**src/rtl/sdram_write_arbiter_if.sv**
```systemverilog
// Avalon-MM burst write channel shared by the requesters and the SDRAM port.
// master drives the command/data; slave returns waitrequest.
interface sdram_write_arbiter_if #(
  parameter int ADDR_W  = 29,
  parameter int DATA_W  = 64,
  parameter int BURST_W = 8
);
  logic [ADDR_W-1:0]   address;
  logic [BURST_W-1:0]  burstcount;
  logic [DATA_W-1:0]   writedata;
  logic [DATA_W/8-1:0] byteenable;
  logic                write;
  logic                waitrequest;

  modport master (
    output address,
    output burstcount,
    output writedata,
    output byteenable,
    output write,
    input  waitrequest
  );

  modport slave (
    input  address,
    input  burstcount,
    input  writedata,
    input  byteenable,
    input  write,
    output waitrequest
  );
endinterface

```
**src/rtl/sdram_write_arbiter.sv**
```systemverilog
// Round-robin, burst-atomic arbiter for two write masters
// sharing the f2h SDRAM write port.
module sdram_write_arbiter #(
  parameter int ADDR_W  = 29,
  parameter int DATA_W  = 64,
  parameter int BURST_W = 8
) (
  input  logic                 clock,
  input  logic                 reset,
  sdram_write_arbiter_if.slave  r0,
  sdram_write_arbiter_if.slave  r1,
  sdram_write_arbiter_if.master m,
  output logic [1:0]           grant,
  output logic                 busy
);

  typedef enum logic [1:0] {
    IDLE   = 2'd0,
    GRANT0 = 2'd1,
    GRANT1 = 2'd2
  } state_t;

  state_t              state;
  logic                last_owner;
  logic [BURST_W-1:0]  beats_left;

  logic [ADDR_W-1:0]   sel_addr;
  logic [BURST_W-1:0]  sel_bc;
  logic [DATA_W-1:0]   sel_data;
  logic [DATA_W/8-1:0] sel_be;
  logic                sel_write;
  logic                accept;
  logic                pick1;
  logic [BURST_W-1:0]  win_bc;

  // Data path follows the registered state only, so
  // m.write never depends on m.waitrequest.
  always_comb begin
    sel_addr       = '0;
    sel_bc         = '0;
    sel_data       = '0;
    sel_be         = '0;
    sel_write      = 1'b0;
    r0.waitrequest = 1'b1;
    r1.waitrequest = 1'b1;
    unique case (1'b1)
      (state == GRANT0): begin
        sel_addr       = r0.address;
        sel_bc         = r0.burstcount;
        sel_data       = r0.writedata;
        sel_be         = r0.byteenable;
        sel_write      = r0.write;
        r0.waitrequest = m.waitrequest;
      end
      (state == GRANT1): begin
        sel_addr       = r1.address;
        sel_bc         = r1.burstcount;
        sel_data       = r1.writedata;
        sel_be         = r1.byteenable;
        sel_write      = r1.write;
        r1.waitrequest = m.waitrequest;
      end
      default: ;
    endcase
  end

  assign m.address    = sel_addr;
  assign m.burstcount = sel_bc;
  assign m.writedata  = sel_data;
  assign m.byteenable = sel_be;
  assign m.write      = sel_write;

  assign accept = sel_write && !m.waitrequest;

  // On contention the requester that did not own
  // the previous burst wins.
  assign pick1  = r1.write && (!r0.write || !last_owner);
  assign win_bc = pick1 ? r1.burstcount : r0.burstcount;

  always_ff @(posedge clock) begin
    if (reset) begin
      state      <= IDLE;
      last_owner <= 1'b1;
      beats_left <= '0;
      grant      <= 2'b00;
      busy       <= 1'b0;
    end else begin
      unique case (state)
        IDLE: begin
          if (r0.write || r1.write) begin
            state      <= pick1 ? GRANT1 : GRANT0;
            grant      <= pick1 ? 2'b10 : 2'b01;
            busy       <= 1'b1;
            last_owner <= pick1;
            beats_left <= (win_bc == '0) ?
                          BURST_W'(1) : win_bc;
          end
        end
        GRANT0, GRANT1: begin
          if (accept) begin
            beats_left <= beats_left - 1'b1;
            if (beats_left == BURST_W'(1)) begin
              state <= IDLE;
              grant <= 2'b00;
              busy  <= 1'b0;
            end
          end
        end
        default: begin
          state <= IDLE;
          grant <= 2'b00;
          busy  <= 1'b0;
        end
      endcase
    end
  end

endmodule

```
**src/flat_wrapper.sv**
```systemverilog
// flat-port wrapper written by rule: the top's interface ports become plain ports
module sdram_write_arbiter_flat 
#(
  parameter int ADDR_W  = 29,
  parameter int DATA_W  = 64,
  parameter int BURST_W = 8
)
  (clock, reset, grant, busy, r0_address, r0_burstcount, r0_writedata, r0_byteenable, r0_write, r0_waitrequest, r1_address, r1_burstcount, r1_writedata, r1_byteenable, r1_write, r1_waitrequest, m_address, m_burstcount, m_writedata, m_byteenable, m_write, m_waitrequest);
  sdram_write_arbiter_if #(.ADDR_W(ADDR_W), .DATA_W(DATA_W), .BURST_W(BURST_W)) r0_i ();
  sdram_write_arbiter_if #(.ADDR_W(ADDR_W), .DATA_W(DATA_W), .BURST_W(BURST_W)) r1_i ();
  sdram_write_arbiter_if #(.ADDR_W(ADDR_W), .DATA_W(DATA_W), .BURST_W(BURST_W)) m_i ();
  input  logic clock;
  input  logic reset;
  output logic [1:0] grant;
  output logic busy;
  input wire logic [$bits(r0_i.address)-1:0] r0_address;
  input wire logic [$bits(r0_i.burstcount)-1:0] r0_burstcount;
  input wire logic [$bits(r0_i.writedata)-1:0] r0_writedata;
  input wire logic [$bits(r0_i.byteenable)-1:0] r0_byteenable;
  input wire logic [$bits(r0_i.write)-1:0] r0_write;
  output wire logic [$bits(r0_i.waitrequest)-1:0] r0_waitrequest;
  input wire logic [$bits(r1_i.address)-1:0] r1_address;
  input wire logic [$bits(r1_i.burstcount)-1:0] r1_burstcount;
  input wire logic [$bits(r1_i.writedata)-1:0] r1_writedata;
  input wire logic [$bits(r1_i.byteenable)-1:0] r1_byteenable;
  input wire logic [$bits(r1_i.write)-1:0] r1_write;
  output wire logic [$bits(r1_i.waitrequest)-1:0] r1_waitrequest;
  output wire logic [$bits(m_i.address)-1:0] m_address;
  output wire logic [$bits(m_i.burstcount)-1:0] m_burstcount;
  output wire logic [$bits(m_i.writedata)-1:0] m_writedata;
  output wire logic [$bits(m_i.byteenable)-1:0] m_byteenable;
  output wire logic [$bits(m_i.write)-1:0] m_write;
  input wire logic [$bits(m_i.waitrequest)-1:0] m_waitrequest;
  assign r0_i.address = r0_address;
  assign r0_i.burstcount = r0_burstcount;
  assign r0_i.writedata = r0_writedata;
  assign r0_i.byteenable = r0_byteenable;
  assign r0_i.write = r0_write;
  assign r0_waitrequest = r0_i.waitrequest;
  assign r1_i.address = r1_address;
  assign r1_i.burstcount = r1_burstcount;
  assign r1_i.writedata = r1_writedata;
  assign r1_i.byteenable = r1_byteenable;
  assign r1_i.write = r1_write;
  assign r1_waitrequest = r1_i.waitrequest;
  assign m_address = m_i.address;
  assign m_burstcount = m_i.burstcount;
  assign m_writedata = m_i.writedata;
  assign m_byteenable = m_i.byteenable;
  assign m_write = m_i.write;
  assign m_i.waitrequest = m_waitrequest;
  sdram_write_arbiter #(.ADDR_W(ADDR_W), .DATA_W(DATA_W), .BURST_W(BURST_W)) u_core (.clock(clock), .reset(reset), .r0(r0_i), .r1(r1_i), .m(m_i), .grant(grant), .busy(busy));
endmodule
```
**config.mk**
```make
export PLATFORM = sky130hd
export DESIGN_NAME = sdram_write_arbiter_flat
export DESIGN_NICKNAME = d
export VERILOG_FILES = /design/src/rtl/sdram_write_arbiter_if.sv /design/src/rtl/sdram_write_arbiter.sv /design/src/flat_wrapper.sv
export SDC_FILE = /design/constraint.sdc
export NUM_CORES = 1
export LEC_CHECK = 0
export CAP_MARGIN = 20
export CORE_AREA = 10 10 125 127
export DETAILED_ROUTE_END_ITERATION = 8
export DIE_AREA = 0 0 135 137
export PLACE_DENSITY = 0.66
export SYNTH_ARGS = -nofsm -noshare
export SYNTH_HDL_FRONTEND = slang
export SYNTH_SLANG_ARGS = --single-unit
```
**constraint.sdc**
```tcl
create_clock -name clock -period 2 [get_ports clock]
set_clock_uncertainty 0.1 [all_clocks]
set_input_delay 0.3 -clock clock [delete_from_list [all_inputs] [get_ports clock]]
set_output_delay 0.3 -clock clock [all_outputs]
set_load 0.02 [all_outputs]
```
# After elaboration in Yosys (flattened, before gate mapping)
# Index checks and enable logic that the tools add are counted.
word_totals:
  wordCells: 46
  output_inout_bits: 115
  register_bits: 12
classes:
  reduce_logical: 14
  muxes: 21
  add_sub_neg: 1
  n_eq_ne: 6
op_table:
  columns: ["op", "count"]
  rows:
  - ["$pmux 64 s2", 1]
  - ["$pmux 29 s2", 1]
  - ["$pmux 8 s2", 3]
  - ["$mux 8", 4]
  - ["$eq 8x1->1 const B", 1]
  - ["$logic_not 8->1", 1]
  - ["$mux 2", 4]
  - ["$sub 8x1->8 const B", 1]
  - ["$ne 2x1->1 const B", 3]
  - ["$reduce_and 3->1", 2]
  - ["$mux 1", 5]
  - ["$pmux 1 s2", 2]
  - ["$pmux 2 s2", 1]
  - ["$logic_not 1->1", 3]
  - ["$eq 2x1->1 const B", 1]
  - ["$eq 2x2->1 const B", 1]
  - ["$logic_and 1x1->1", 2]
  - ["$logic_not 2->1", 1]
  - ["$logic_or 1x1->1", 2]
  - ["$reduce_and 2->1", 1]
  - ["$reduce_bool 2->1", 1]
  - ["$reduce_or 2->1", 1]

# Longest topological paths before layout
depth:
  word_depth: 8
  depth_mapped: 7
  mapped_depth_nobuf: 6

# Worst setup path after synthesis
# Ideal clock, no wire load.
synth_path:
  kind: "reg2out"
  start: "register u_core.state[0]"
  end: "output port m_address[0]"
  slack_ns: -0.282
  n_path_buf: 3
  stages_incl_launch_ff: 8
  required_ns: 1.600
  arrival_ns: 1.882
  path_cell_list: "dfxtp_1 > inv_1 > ha_1 > buf_2 > inv_2 > clkbuf_1 > clkbuf_1 > nor2_1"
synth_between:
  elab_chain_cells: 2
  elab_cells_between_ends: 3
  cone_classes: "2 x eq/ne; 1 x mux"
synth_rtl:
  columns: ["element", "line_no", "text"]
  rows:
  - ["start: declaration", "sdram_write_arbiter.sv:23", "state_t state;"]
  - ["start signal: assignment", "sdram_write_arbiter.sv:91", "state <= pick1 ? GRANT1 : GRANT0;"]
  - ["$eq 2x2->1 / $eq 2x1->1 (equally long branches)", "sdram_write_arbiter.sv:55, sdram_write_arbiter.sv:47", null]
  - ["$pmux 29 s2 (*)", "sdram_write_arbiter.sv:46", "unique case (1'b1)"]
  - ["end: declaration", "flat_wrapper.sv:28", "output wire logic [$bits(m_i.address)-1:0] m_address;"]
# Mark *: on every way between the ends. The rest lies on a longest branch, timed or not.

# Worst setup path in the final report
layout_path:
  start: "register u_core.state[0]"
  end: "output port m_address[18]"
# The elaborated chain is that of the path after synthesis.

==> impl_results.md <==
* Least-Margin Pin Slew at between 0.3 and 0.4 ns
* Worst skew pair latency at about 0.24 ns
* Hold Path End: u_core.busy$_SDFFE_PP0P_
* DPL Wire Length at between 15000 and 20000 µm
* Ranking of synthesized cells by area: a22oi_1 (36%), nor2_1 (18%), dfxtp_1 (10%)
* Synth Net Count at roughly 600
* Sequential share of the synthesized area at between 10% and 20%
* Die height at approximately 140 µm
* Post-synth EDFFs at 0
* Reg2reg end: u_core.beats_left[2]$_SDFFE_PP0P_
* Unrepaired setup endpoints after global routing: true
* Die area at around 18000 µm²
* Min-Delay Path Class: reg2reg
* Setup violators final at 77
* Drt total wl at between 20000 and 25000 µm
* Final #Nets at roughly 970
* Top FF cell, synth: dfxtp_1
* Combinational Power Share at between 80% and 90%
* Fin crit share at 109%
* Total power at 7.64 mW
* Final hold vios at 0
* Avg Inst Size Synth at 6.36 µm²
* Synth area leader: a22oi_1
* Synth unique cells at 48
* Min Clock Period, post-route at around 2.2 ns
* Hold Crit Depth at 2
* Worst flop-to-flop path startpoint: u_core.state[0]$_SDFFE_PP0P_
* Chip Width at approximately 140 µm
* Pwr Density at 1050 nW/µm²
* Worst vdd ir at between 0.4 and 0.5 mV
* CTS tree: done
* Clock share of power at ~5.5%
* Crit Path Class: reg2out
* Dpl cells at between 800 and 900
* Peak Freq at between 400 and 500 MHz
* Setup crit start kind: flip-flop
* Antenna viol nets, final at 0
* Yosys reg bits at 12
* Clock sinks at 12
* Non-Filler Cell Area, Final at about 7300 µm²
* Failing checks: setup timing
* Final Non-Filler Cells at 923
* CTS root buffer: clkbuf_16
* Share of cells above drive strength 1 at 44.4%
* FF-to-FF path depth at 11
* Worst path required time at around 1.6 ns
* Global-route wire length before repair at about 28000 µm
* Area post-placement at 6600 µm²
* Layout Utilization at a little under three fifths
* CTS Buffer Depth at 2
* All-Layer GR Usage at 19.3%
* Worst Path Arrival at about 1.8 ns
* Critical-path maximum fanout at 30
* Syn Inst Count at 370
* Sw power at 3.78 mW
* Reg2reg setup slack at -0.11 ns
* Iter 0 DRT Violations at about 270
* Iteration count of the initial detailed-routing pass at 5
* Gr ovfl total at 0
* Critical Path End Type: primary output
* Slew Limit Headroom at approximately three quarters
* Sequential power share at 5.6%
* Placer Congestion at around 0.96
* Largest net degree at the start of global routing at 38
* Core ar. at between 10000 and 15000 µm²
* Cts bufs inserted at 3
* HP Start: u_core.busy$_SDFFE_PP0P_
* Cell internal pwr at 3.86 mW
* Final setup margin at -0.182 ns
* Pins over their slew limit at 0
* Ys Warns at 0
* DR WL/cell at 22.9 µm
* Post-synth top area share at around 36%
* DR vias/cell at 4.90
* Switch share at about half
* Number of port buffers at approximately 340
* Fill cells at 1148
* Htree depth at 1
* Worst-path clk slew at 0.05 ns
* Initial antenna violation count at 5
* LEAKAGE at 2.67 nW
* Vias in the first global route at between 4000 and 5000
* Initial Util at approximately 18%
* Rows at between 40 and 50
* Area grow syn2layout at 208%
* Synth Cell Area at 2350 µm²
* Status: finished with violations
* Via count at approximately 4500
* I/O pin cnt at ~340
* Max-Cap Viols at 0
* Remaining DRCs at 0
* Fraction of registers with async set/reset at 0%
## per-stage QoR
step	setup slack (ns)	setup TNS, ns	hold slack, ns
after floorplan	-0.0341	-2.75	0.351
after global placement	-0.220	-17.84	0.371
after detailed placement	-0.258	-22.81	0.384
after CTS	-0.217	-15.97	0.393
after global routing	-0.258	-12.24	0.426
final	-0.182	-4.96	0.387
## routing by layer
layer  track usage (%)  vias to the layer above  share of wire (%)
met2              35.6                      216                 53
li1                  -                     2154                  -
met4              2.15                        2               0.64
met1              21.8                     2137                 37
met5                 0                        -              0.033
met3              5.94                       12                9.1
## synth_stat cells (2+ instances only)
| master | instances |
|---|---|
| nand3b_1 | 3 |
| o32ai_1 | 2 |
| nor2b_1 | 2 |
| ha_1 | 6 |
| o211ai_1 | 2 |
| dfxtp_1 | 12 |
| o21a_1 | 2 |
| a31oi_1 | 2 |
| mux2i_1 | 4 |
| a21o_1 | 2 |
| clkbuf_1 | 36 |
| buf_1 | 4 |
| o21ai_0 | 4 |
| a211o_1 | 2 |
| or3_1 | 3 |
| a21oi_1 | 8 |
| nand2_1 | 3 |
| nor4_1 | 2 |
| inv_1 | 5 |
| a22oi_1 | 112 |
| nor2_1 | 113 |
| a211oi_1 | 2 |
| a211o_2 | 2 |
| mux2_2 | 3 |
| nor3_1 | 7 |
| nand2b_1 | 5 |
## cell type report
cell class	count	area [µm²]	area share, %
antenna	4	10.0	0.138
clock buffer	4	88.8	1.22
inverter	6	30.0	0.414
multi-input combinational	310	2540	35.0
sequential	12	243	3.34
tap	176	220	3.03
timing repair buffer	411	4130	56.9
## worst max path at each step
stage                                  from             to  slack, ns  cells after the start
3_5_place_dp   u_core.state[0]$_SDFFE_PP0P_  m_address[10]      -0.26                      6
4_1_cts        u_core.state[0]$_SDFFE_PP0P_  m_address[18]      -0.22                      6
3_3_place_gp   u_core.state[0]$_SDFFE_PP0P_  m_address[10]      -0.22                      6
6_report       u_core.state[0]$_SDFFE_PP0P_  m_address[18]      -0.18                      7
2_1_floorplan  u_core.state[0]$_SDFFE_PP0P_  m_address[10]      -0.03                      7
5_1_grt        u_core.state[0]$_SDFFE_PP0P_  m_address[18]      -0.26                      7
## flip-flops by register name (all words and copies together) (netlist names)
| signal | cells |
|---|---|
| u_core.busy | 1 |
| u_core.last_owner | 1 |
| u_core.beats_left | 8 |
| u_core.state | 2 |
## logic make-up (layout without fill, tap and decap cells)
family                   Yosys count  after routing  share of synthesized area [%]
flip-flops                        12             12                           10.2
buffers and inverters             48            421                           7.86
AO/OA/AOI/OAI                    150            150                           48.4
adder cells (fa/ha/maj)            6              6                           3.19
other                              0              4                              0
AND/OR/NAND/NOR                  147            147                           27.2
multiplexers                       7              7                           3.13
## what timing repair did
| item | 4_1_cts | 5_1_grt |
|---|---|---|
| resized for setup | 265 | 301 |
| pin swaps | 5 | 25 |
| gates cloned | 1 | 5 |
| hold buffers | 0 | 0 |
| setup buffers | 2 | 19 |
| setup endpoints to repair | 120 | 123 |
## cell usage in the layout, fill, tap and decap left out, types with 3 or more instances in the layout
| cell | count |
|---|---|
| clkdlybuf4s50_1 | 225 |
| a22oi_1 | 81 |
| nor2_2 | 73 |
| buf_4 | 65 |
| buf_6 | 53 |
| a22oi_2 | 31 |
| nor2_4 | 28 |
| clkbuf_2 | 18 |
| dlygate4sd2_1 | 14 |
| nor2_1 | 12 |
| buf_12 | 11 |
| dfxtp_1 | 10 |
| nor3_1 | 7 |
| clkbuf_16 | 6 |
| buf_8 | 6 |
| nand2b_1 | 5 |
| a21oi_1 | 5 |
| clkdlybuf4s15_2 | 5 |
| diode_2 | 4 |
| mux2i_1 | 4 |
| o21ai_0 | 4 |
| buf_2 | 4 |
| inv_1 | 3 |
| a21oi_2 | 3 |
| nand3b_1 | 3 |
| nand2_1 | 3 |
| mux2_2 | 3 |
| ha_4 | 3 |
| ha_1 | 3 |
| buf_16 | 3 |
| clkdlybuf4s15_1 | 3 |
## power groups by stage
| stage | Clock (mW) | Combinational, mW | Sequential [mW] |
|---|---|---|---|
| 2_1_floorplan | 0 | 3.11 | 0.452 |
| 3_3_place_gp | 0 | 5.47 | 0.418 |
| 3_5_place_dp | 0 | 5.53 | 0.423 |
| 4_1_cts | 0.423 | 5.56 | 0.421 |
| 5_1_grt | 0.436 | 7.22 | 0.442 |
| 6_report | 0.418 | 6.79 | 0.430 |
## critical path, cell delays in order (launching register included)
cell and delay (ns):
dfxtp_2 0.33, inv_4 0.07, buf_6 0.10, ha_4 0.23, buf_12 0.21, a22oi_1 0.13
nor2_2 0.12, clkdlybuf4s15_1 0.33
(Power assumes the default switching activity.)
